### src/rtl/spi_slave.sv
// rtl/spi_slave.sv - CPHA=1 SPI responder exchanging one DATA_W-bit word per chip-select assertion
module spi_slave #(
  parameter int DATA_W      = 16,
  parameter int SYNC_STAGES = 2   // must be at least 2
) (
  input  logic              sys_clk,
  input  logic              rst_n,
  input  logic [1:0]        spi_mode,
  input  logic [DATA_W-1:0] spi_sdata,
  output logic [DATA_W-1:0] spi_rdata,
  output logic              spi_done,
  output logic              spi_err,
  output logic              spi_busy,
  input  logic              spi_csn,
  input  logic              spi_clk,
  input  logic              spi_mosi,
  output logic              spi_miso,
  output logic              spi_miso_oe
);

  localparam int                CNT_W    = $clog2(DATA_W) + 1;
  localparam logic [CNT_W-1:0]  LAST_CNT = CNT_W'(DATA_W);

  typedef enum logic [1:0] {
    ST_IDLE  = 2'd0,
    ST_SHIFT = 2'd1,
    ST_HOLD  = 2'd2
  } state_t;

  // Front-end synchronisers and edge history
  logic [SYNC_STAGES-1:0] csn_sync;
  logic [SYNC_STAGES-1:0] clk_sync;
  logic [SYNC_STAGES-1:0] mosi_sync;
  logic                   csn_hist;
  logic                   clk_hist;
  logic [SYNC_STAGES-1:0] arm_pipe;
  logic                   armed;

  logic csn_s;
  logic clk_s;
  logic mosi_s;
  logic cs_fall;
  logic cs_rise;
  logic sclk_rise;
  logic sclk_fall;
  logic lead;
  logic trail;

  // FSM and datapath registers with their next values
  state_t              state_q, state_d;
  logic                cpol_q, cpol_d;
  logic [DATA_W-1:0]   tx_q, tx_d;
  logic [DATA_W-1:0]   rx_q, rx_d;
  logic [CNT_W-1:0]    cnt_q, cnt_d;
  logic [DATA_W-1:0]   rdata_d;
  logic                miso_d;
  logic                done_d;
  logic                err_d;

  // Synchronise the three SPI pins and keep one history sample of csn and clk
  always_ff @(posedge sys_clk or negedge rst_n) begin
    if (!rst_n) begin
      csn_sync  <= '1;
      clk_sync  <= '0;
      mosi_sync <= '0;
      csn_hist  <= 1'b1;
      clk_hist  <= 1'b0;
    end else begin
      csn_sync  <= {csn_sync[SYNC_STAGES-2:0], spi_csn};
      clk_sync  <= {clk_sync[SYNC_STAGES-2:0], spi_clk};
      mosi_sync <= {mosi_sync[SYNC_STAGES-2:0], spi_mosi};
      csn_hist  <= csn_s;
      clk_hist  <= clk_s;
    end
  end

  // Arm chip-select edge detection only once csn has been seen high with the
  // synchroniser refilled from post-reset samples; a csn that stays low across
  // reset release therefore never looks like a frame start.
  always_ff @(posedge sys_clk or negedge rst_n) begin
    if (!rst_n) begin
      arm_pipe <= '0;
      armed    <= 1'b0;
    end else begin
      arm_pipe <= {arm_pipe[SYNC_STAGES-2:0], 1'b1};
      armed    <= armed | (arm_pipe[SYNC_STAGES-1] & csn_s);
    end
  end

  assign csn_s     = csn_sync[SYNC_STAGES-1];
  assign clk_s     = clk_sync[SYNC_STAGES-1];
  assign mosi_s    = mosi_sync[SYNC_STAGES-1];

  assign cs_fall   = armed & csn_hist & ~csn_s;
  assign cs_rise   = armed & ~csn_hist & csn_s;
  assign sclk_rise = ~clk_hist & clk_s;
  assign sclk_fall = clk_hist & ~clk_s;

  // With CPHA=1 the first edge after the idle level launches, the second samples
  assign lead      = cpol_q ? sclk_fall : sclk_rise;
  assign trail     = cpol_q ? sclk_rise : sclk_fall;

  assign spi_busy    = (state_q != ST_IDLE);
  assign spi_miso_oe = ~csn_s;

  // State and datapath register
  always_ff @(posedge sys_clk or negedge rst_n) begin
    if (!rst_n) begin
      state_q   <= ST_IDLE;
      cpol_q    <= 1'b0;
      tx_q      <= '0;
      rx_q      <= '0;
      cnt_q     <= '0;
      spi_rdata <= '0;
      spi_miso  <= 1'b0;
      spi_done  <= 1'b0;
      spi_err   <= 1'b0;
    end else begin
      state_q   <= state_d;
      cpol_q    <= cpol_d;
      tx_q      <= tx_d;
      rx_q      <= rx_d;
      cnt_q     <= cnt_d;
      spi_rdata <= rdata_d;
      spi_miso  <= miso_d;
      spi_done  <= done_d;
      spi_err   <= err_d;
    end
  end

  // Next-state and datapath decisions
  always_comb begin
    state_d = state_q;
    cpol_d  = cpol_q;
    tx_d    = tx_q;
    rx_d    = rx_q;
    cnt_d   = cnt_q;
    rdata_d = spi_rdata;
    miso_d  = spi_miso;
    done_d  = 1'b0;
    err_d   = 1'b0;

    case (state_q)
      ST_IDLE: begin
        if (cs_fall) begin
          // Mode and transmit word are frozen for the whole frame; the MSB is
          // pre-presented so the master can sample it on the first trail edge.
          cpol_d  = spi_mode[1];
          tx_d    = spi_sdata;
          rx_d    = '0;
          cnt_d   = '0;
          miso_d  = spi_sdata[DATA_W-1];
          state_d = ST_SHIFT;
        end
      end

      ST_SHIFT: begin
        if (cs_rise) begin
          // Chip select ending the frame takes priority over a coincident trail edge
          err_d   = (cnt_q < LAST_CNT);
          state_d = ST_IDLE;
        end else if (lead) begin
          miso_d = tx_q[DATA_W-1];
          tx_d   = {tx_q[DATA_W-2:0], 1'b0};
        end else if (trail) begin
          rx_d  = {rx_q[DATA_W-2:0], mosi_s};
          cnt_d = cnt_q + CNT_W'(1);
          if (cnt_d == LAST_CNT) begin
            rdata_d = {rx_q[DATA_W-2:0], mosi_s};
            done_d  = 1'b1;
            state_d = ST_HOLD;
          end
        end
      end

      ST_HOLD: begin
        // Surplus clocks are ignored until the master releases chip select
        if (cs_rise) begin
          state_d = ST_IDLE;
        end
      end

      default: begin
        state_d = ST_IDLE;
      end
    endcase
  end

endmodule

### config.mk
export PLATFORM = sky130hd
export DESIGN_NAME = spi_slave
export DESIGN_NICKNAME = d
export VERILOG_FILES = /design/src/rtl/spi_slave.sv
export SDC_FILE = /design/constraint.sdc
export NUM_CORES = 1
export LEC_CHECK = 0
export BUFFER_PORTS_ARGS = -buffer_cell sky130_fd_sc_hd__buf_2
export CORE_MARGIN = 8
export CORE_UTILIZATION = 60
export CTS_CLUSTER_SIZE = 10
export DETAILED_ROUTE_END_ITERATION = 10
export PLACE_DENSITY_LB_ADDON = 0.08
export SLEW_MARGIN = 5
export SYNTH_ARGS = -nofsm -noshare
export SYNTH_HDL_FRONTEND = slang
export SYNTH_SLANG_ARGS = --single-unit
### constraint.sdc
create_clock -name sys_clk -period 4.8 [get_ports sys_clk]
set_input_delay 0 -clock sys_clk [delete_from_list [all_inputs] [get_ports sys_clk]]
set_output_delay 0 -clock sys_clk [all_outputs]
set_load 0.03 [all_outputs]
## Word-level counts from Yosys, hierarchy flattened

Cells that the tools add are included.
W data, S select, Z words.

- Mux-type cells: 34
- Bitwise gates (word level): 14
- Order comparisons: 1
- Eq/ne operators: 12
- Add/subtract/negate cells: 1
- Reduce and logical (&&, ||, !) cells: 8

Operators with widths:

| kind | count |
|---|---|
| $mux W15 | 4 |
| $mux W16 | 3 |
| $pmux W16 S2 | 1 |
| $pmux W15 S2 | 1 |
| $mux W5 | 4 |
| $reduce_and A5 Y1 | 3 |
| $mux W1 | 12 |
| $mux W2 | 6 |
| $ne A2 B2 Y1 const B | 6 |
| $pmux W5 S2 | 1 |
| $ne A3 B3 Y1 const B | 3 |
| $and A1 B1 Y1 | 7 |
| $not A1 Y1 | 6 |
| $pmux W2 S3 | 1 |
| $add A5 B1 Y5 const B | 1 |
| $eq A5 B5 Y1 const B | 1 |
| $lt A5 B5 Y1 const B | 1 |
| $reduce_and A4 Y1 | 1 |
| $reduce_bool A2 Y1 | 2 |
| $eq A2 B1 Y1 const B | 1 |
| $eq A2 B2 Y1 const B | 1 |
| $logic_not A2 Y1 | 1 |
| $pmux W1 S2 | 1 |
| $reduce_and A2 Y1 | 1 |
| $or A1 B1 Y1 | 1 |

- Logic and storage cells: 86
- Register bits after elaboration: 69
- Input port bits: 23
- Output and inout port bits: 21

## Longest topological paths before layout

- Depth after elaboration: 7
- Depth in mapped cells: 6

## Worst setup path after synthesis

Ideal clock, no wire load.

- Kind: register to register
- From: register csn_hist
- To: register spi_rdata[10]
- Clock period less this slack: 1.870 ns
- Arrival: 1.745 ns
- Cell stages (with the launch flop): 7
- Path slack: 2.930 ns
- Data required time: 4.675 ns
- Setup time: 0.125 ns
- Cells stage by stage: dfstp_2 > and2b_1 > a21oi_1 > and4b_1 > buf_6 > buf_12 > mux2_4

- Longest elaborated chain between the ends: 5

Ends and longest elaborated chain:

| element | line | RTL |
|---|---|---|
| start: declaration | 34 | `logic csn_hist;` |
| start signal: assignment | 72 | `csn_hist <= csn_s;` |
| $not A1 Y1 | 95 | `assign cs_rise = armed & ~csn_hist & csn_s;` |
| $and A1 B1 Y1 (2 in series) | 95 |  |
| $not A1 Y1 (no source line) | n/a |  |
| $reduce_and A5 Y1 (no source line) | n/a |  |
| end signal: assignment | 124 | `spi_rdata <= rdata_d;` |
| end: declaration | 10 | `output logic [DATA_W-1:0] spi_rdata,` |

Every way passes these cells.
A chain may end at the register's enable or synchronous reset.

## Worst setup path in the final report

- From: register state_q[1]
- To: register spi_rdata[0]

- Longest elaborated chain between the ends: 2

Ends and longest elaborated chain:

| element | line | RTL |
|---|---|---|
| start: declaration | 50 | `state_t state_q, state_d;` |
| start signal: assignment | 119 | `state_q <= state_d;` |
| $eq A2 B1 Y1 | 143 | `case (state_q)` |
| $reduce_and A5 Y1 (no source line) | n/a |  |

Every way passes these cells.

==> qor.txt <==
RSZ-0062 raised after global routing: false
element type at the critical path start: flop
pin count of the biggest net entering global routing: 70
Die Span Y: 85.9 um
I/O Buffers: 42
WHS Endpoint: clk_sync[0]
first-pass GRT wire length: 9200 um
H-Tree Depth: 3
Leak: 1.83 nW
Initial Util: 62.1%
Root Driver: clkbuf_8
Synth Cell Area: 2930 um^2
Required @ worst endpoint: 5.03 ns
Via Count: 1922
post-route ant nets: 0
Slowest-stage cell, CP: and4b_1
1st-iter DRT viols: 92
crit end category: flop
syn avg cell area: 13.0 um^2
crit share post-route: 55.7%
# IOs: 44
post-DP HPWL: 3370 um
total length of routed wires: 5370 um
Max FO, Critical Path: 22
Nets: 317
fin crit period: 2.67 ns
Crit path max-delay family: simple AND/OR/NAND/NOR gates
worst stage delay on the critical path: 0.89 ns
cell area power density: 417 nW/um^2
number of synthesized flops with an enable pin: 0
hold path depth: 2
class of the worst hold path: in -> reg
clock transition at the registers of the reported paths: 0.07 ns
grt ovf: 0
P&R area growth vs syn: 22.2%
Unique masters post-synth: 42
core area: 4720 um^2
Final Util: 75.9%
commonest non-fill, non-tap cell in the layout: dfrtp_1
most frequent cells in the layout: dfrtp_1, nand2_1, buf_2, dlygate4sd3_1
run status: completed
Final setup viols: 0
vias in the first global route: 1916
Clock Skew: 0.00837 ns
GRT Overall Usage: 15.8%
post-synth top area cell: dfrtp_1
Max Slew Vio Count: 0
CTS sink count: 69
WS Path Type: reg -> reg
R2R depth: 4
crit-path cells: nand2b_2 > a21oi_1 > and4b_1 > mux2_2
Tightest Pin Transition: 0.940 ns
Clk Latency, worst-skew pair: 0.34 ns
IR drop worst, VDD: 271 uV
worst relative slew slack: 37.3%
hold path startpoint: spi_clk
post-route insts no fill: 365
die extent in x: 85.9 um
final RePlAce weighted congestion: 0.764
Placed Cells: 328
Mapped Cells: 225
FP Rows: 25
full die area: 7380 um^2
synth warn: 0
synth top area cells: dfrtp_1, mux2_4, nand2_1
n_diodes: 0
CTS max path bufs: 2
ys async rst share: 100%
CTS tree: built
FF+latch count, synth: 69
f_max: 0.374 GHz
detailed-route vias per instance: 5.27
Primary FF master, synth: dfrtp_1
post-synth top area share: 56.3%
layout cells sized above 1: 34.9%
max-cap violations: 0
reg-to-reg critical path endpoint: spi_rdata[0]
initial antenna violation count: 0
TritonCTS Buffers: 9
flop-to-flop setup slack: 2.13 ns
register area share after synthesis: 59.0%
r2r startpoint: state_q[1]
WP buf/inv: 0
syn nets: 249
# fillers: 319
setup_tns: 0 ns
Residual DRC: 0
DR WL/cell: 14.7 um
DRT Pass-1 Iters: 4
crit path DAT: 2.90 ns
Hold Fails Final Rpt: 0
worst hold slack: 0.307 ns
==> layout make-up <==
type	instances	area (um^2)	share of cell area (%)
Sequential cell	69	1730	48.3
Inverter	3	11.3	0.314
Clock buffer	11	141	3.94
Multi-Input combinational cell	144	1120	31.1
Timing Repair Buffer	66	443	12.4
Tap cell	67	83.8	2.34
Clock inverter	5	60.1	1.67
==> state kept, by name, indices dropped and copies added, names as in the netlist <==
name,count
arm_pipe,2
armed,1
clk_hist,1
clk_sync,2
cnt_q,5
cpol_q,1
csn_hist,1
csn_sync,2
mosi_sync,2
rx_q,15
spi_done,1
spi_err,1
spi_miso,1
spi_rdata,16
state_q,2
tx_q,16
==> power by group <==
group          internal (mW)  total, mW  switching [mW]  leakage (nW)
clock network          0.255      0.469           0.214        0.0995
logic                  0.159      0.309           0.150         0.832
registers              0.665      0.718          0.0522         0.898
total                   1.08       1.50           0.416          1.83
==> metrics by stage <==
| step | area [um^2] | total power, mW | worst slack, ns |
|---|---|---|---|
| detailed placement | 3170 | 1.02 | 2.10 |
| global route | 3590 | 1.58 | 1.92 |
| floorplan | 2930 | 0.952 | 2.93 |
| global placement | 3170 | 1.01 | 2.12 |
| CTS | 3590 | 1.51 | 2.09 |
| finish | 3590 | 1.50 | 2.13 |
==> kinds of logic (layout without fill, tap and decap cells) <==
family                     after synthesis  count (layout)  share of synthesized area, %
buffers and inverters                   12              85                          2.98
DFF                                     69              69                          59.0
and+or+nand+nor                         75              75                          12.6
AOI/OAI and AO/OA                       32              32                          9.34
other                                    1               1                         0.128
adders and majority gates                1               1                         0.426
muxes                                   35              35                          15.6
==> what timing repair did <==
action | 4_1_cts | 5_1_grt
resized for setup | 0 | 0
setup endpoints to repair | 0 | 0
hold endpoints to repair | 86 | 0
hold buffers | 21 | 0
buffers inserted | 0 | 0
==> Yosys cell counts (2+ instances only) <==
master    number
a21o_1         2
a21oi_1        2
a22o_1        16
and4b_1        2
buf_2          3
dfrtp_1       66
dfstp_2        3
inv_1          3
mux2_2        17
mux2_4        17
nand2_1       53
nand2b_1       3
nand3_1        3
nor3_1         3
nor4bb_1       2
o21ai_0        4
==> worst max path at each step <==
stage / from / endpoint / slack, ns / cells past startpoint
after floorplan: csn_hist / spi_rdata[10] / 2.93 / 6
after global placement: state_q[1] / spi_rdata[1] / 2.12 / 4
after detailed placement: state_q[1] / spi_rdata[0] / 2.10 / 4
after CTS: state_q[1] / spi_rdata[0] / 2.09 / 4
after global routing: state_q[1] / spi_rdata[3] / 1.92 / 4
final: state_q[1] / spi_rdata[0] / 2.13 / 4
==> per-layer routing <==
metal | vias up | wire, um | track usage (%)
met4 | 0 | 78 | 5.57
met3 | 6 | 291 | 5.35
met5 | - | 0 | 0
met2 | 52 | 2600 | 23.9
met1 | 931 | 2400 | 20.5
li1 | 933 | - | -
Note: power is estimated with default switching activity, not from simulation.
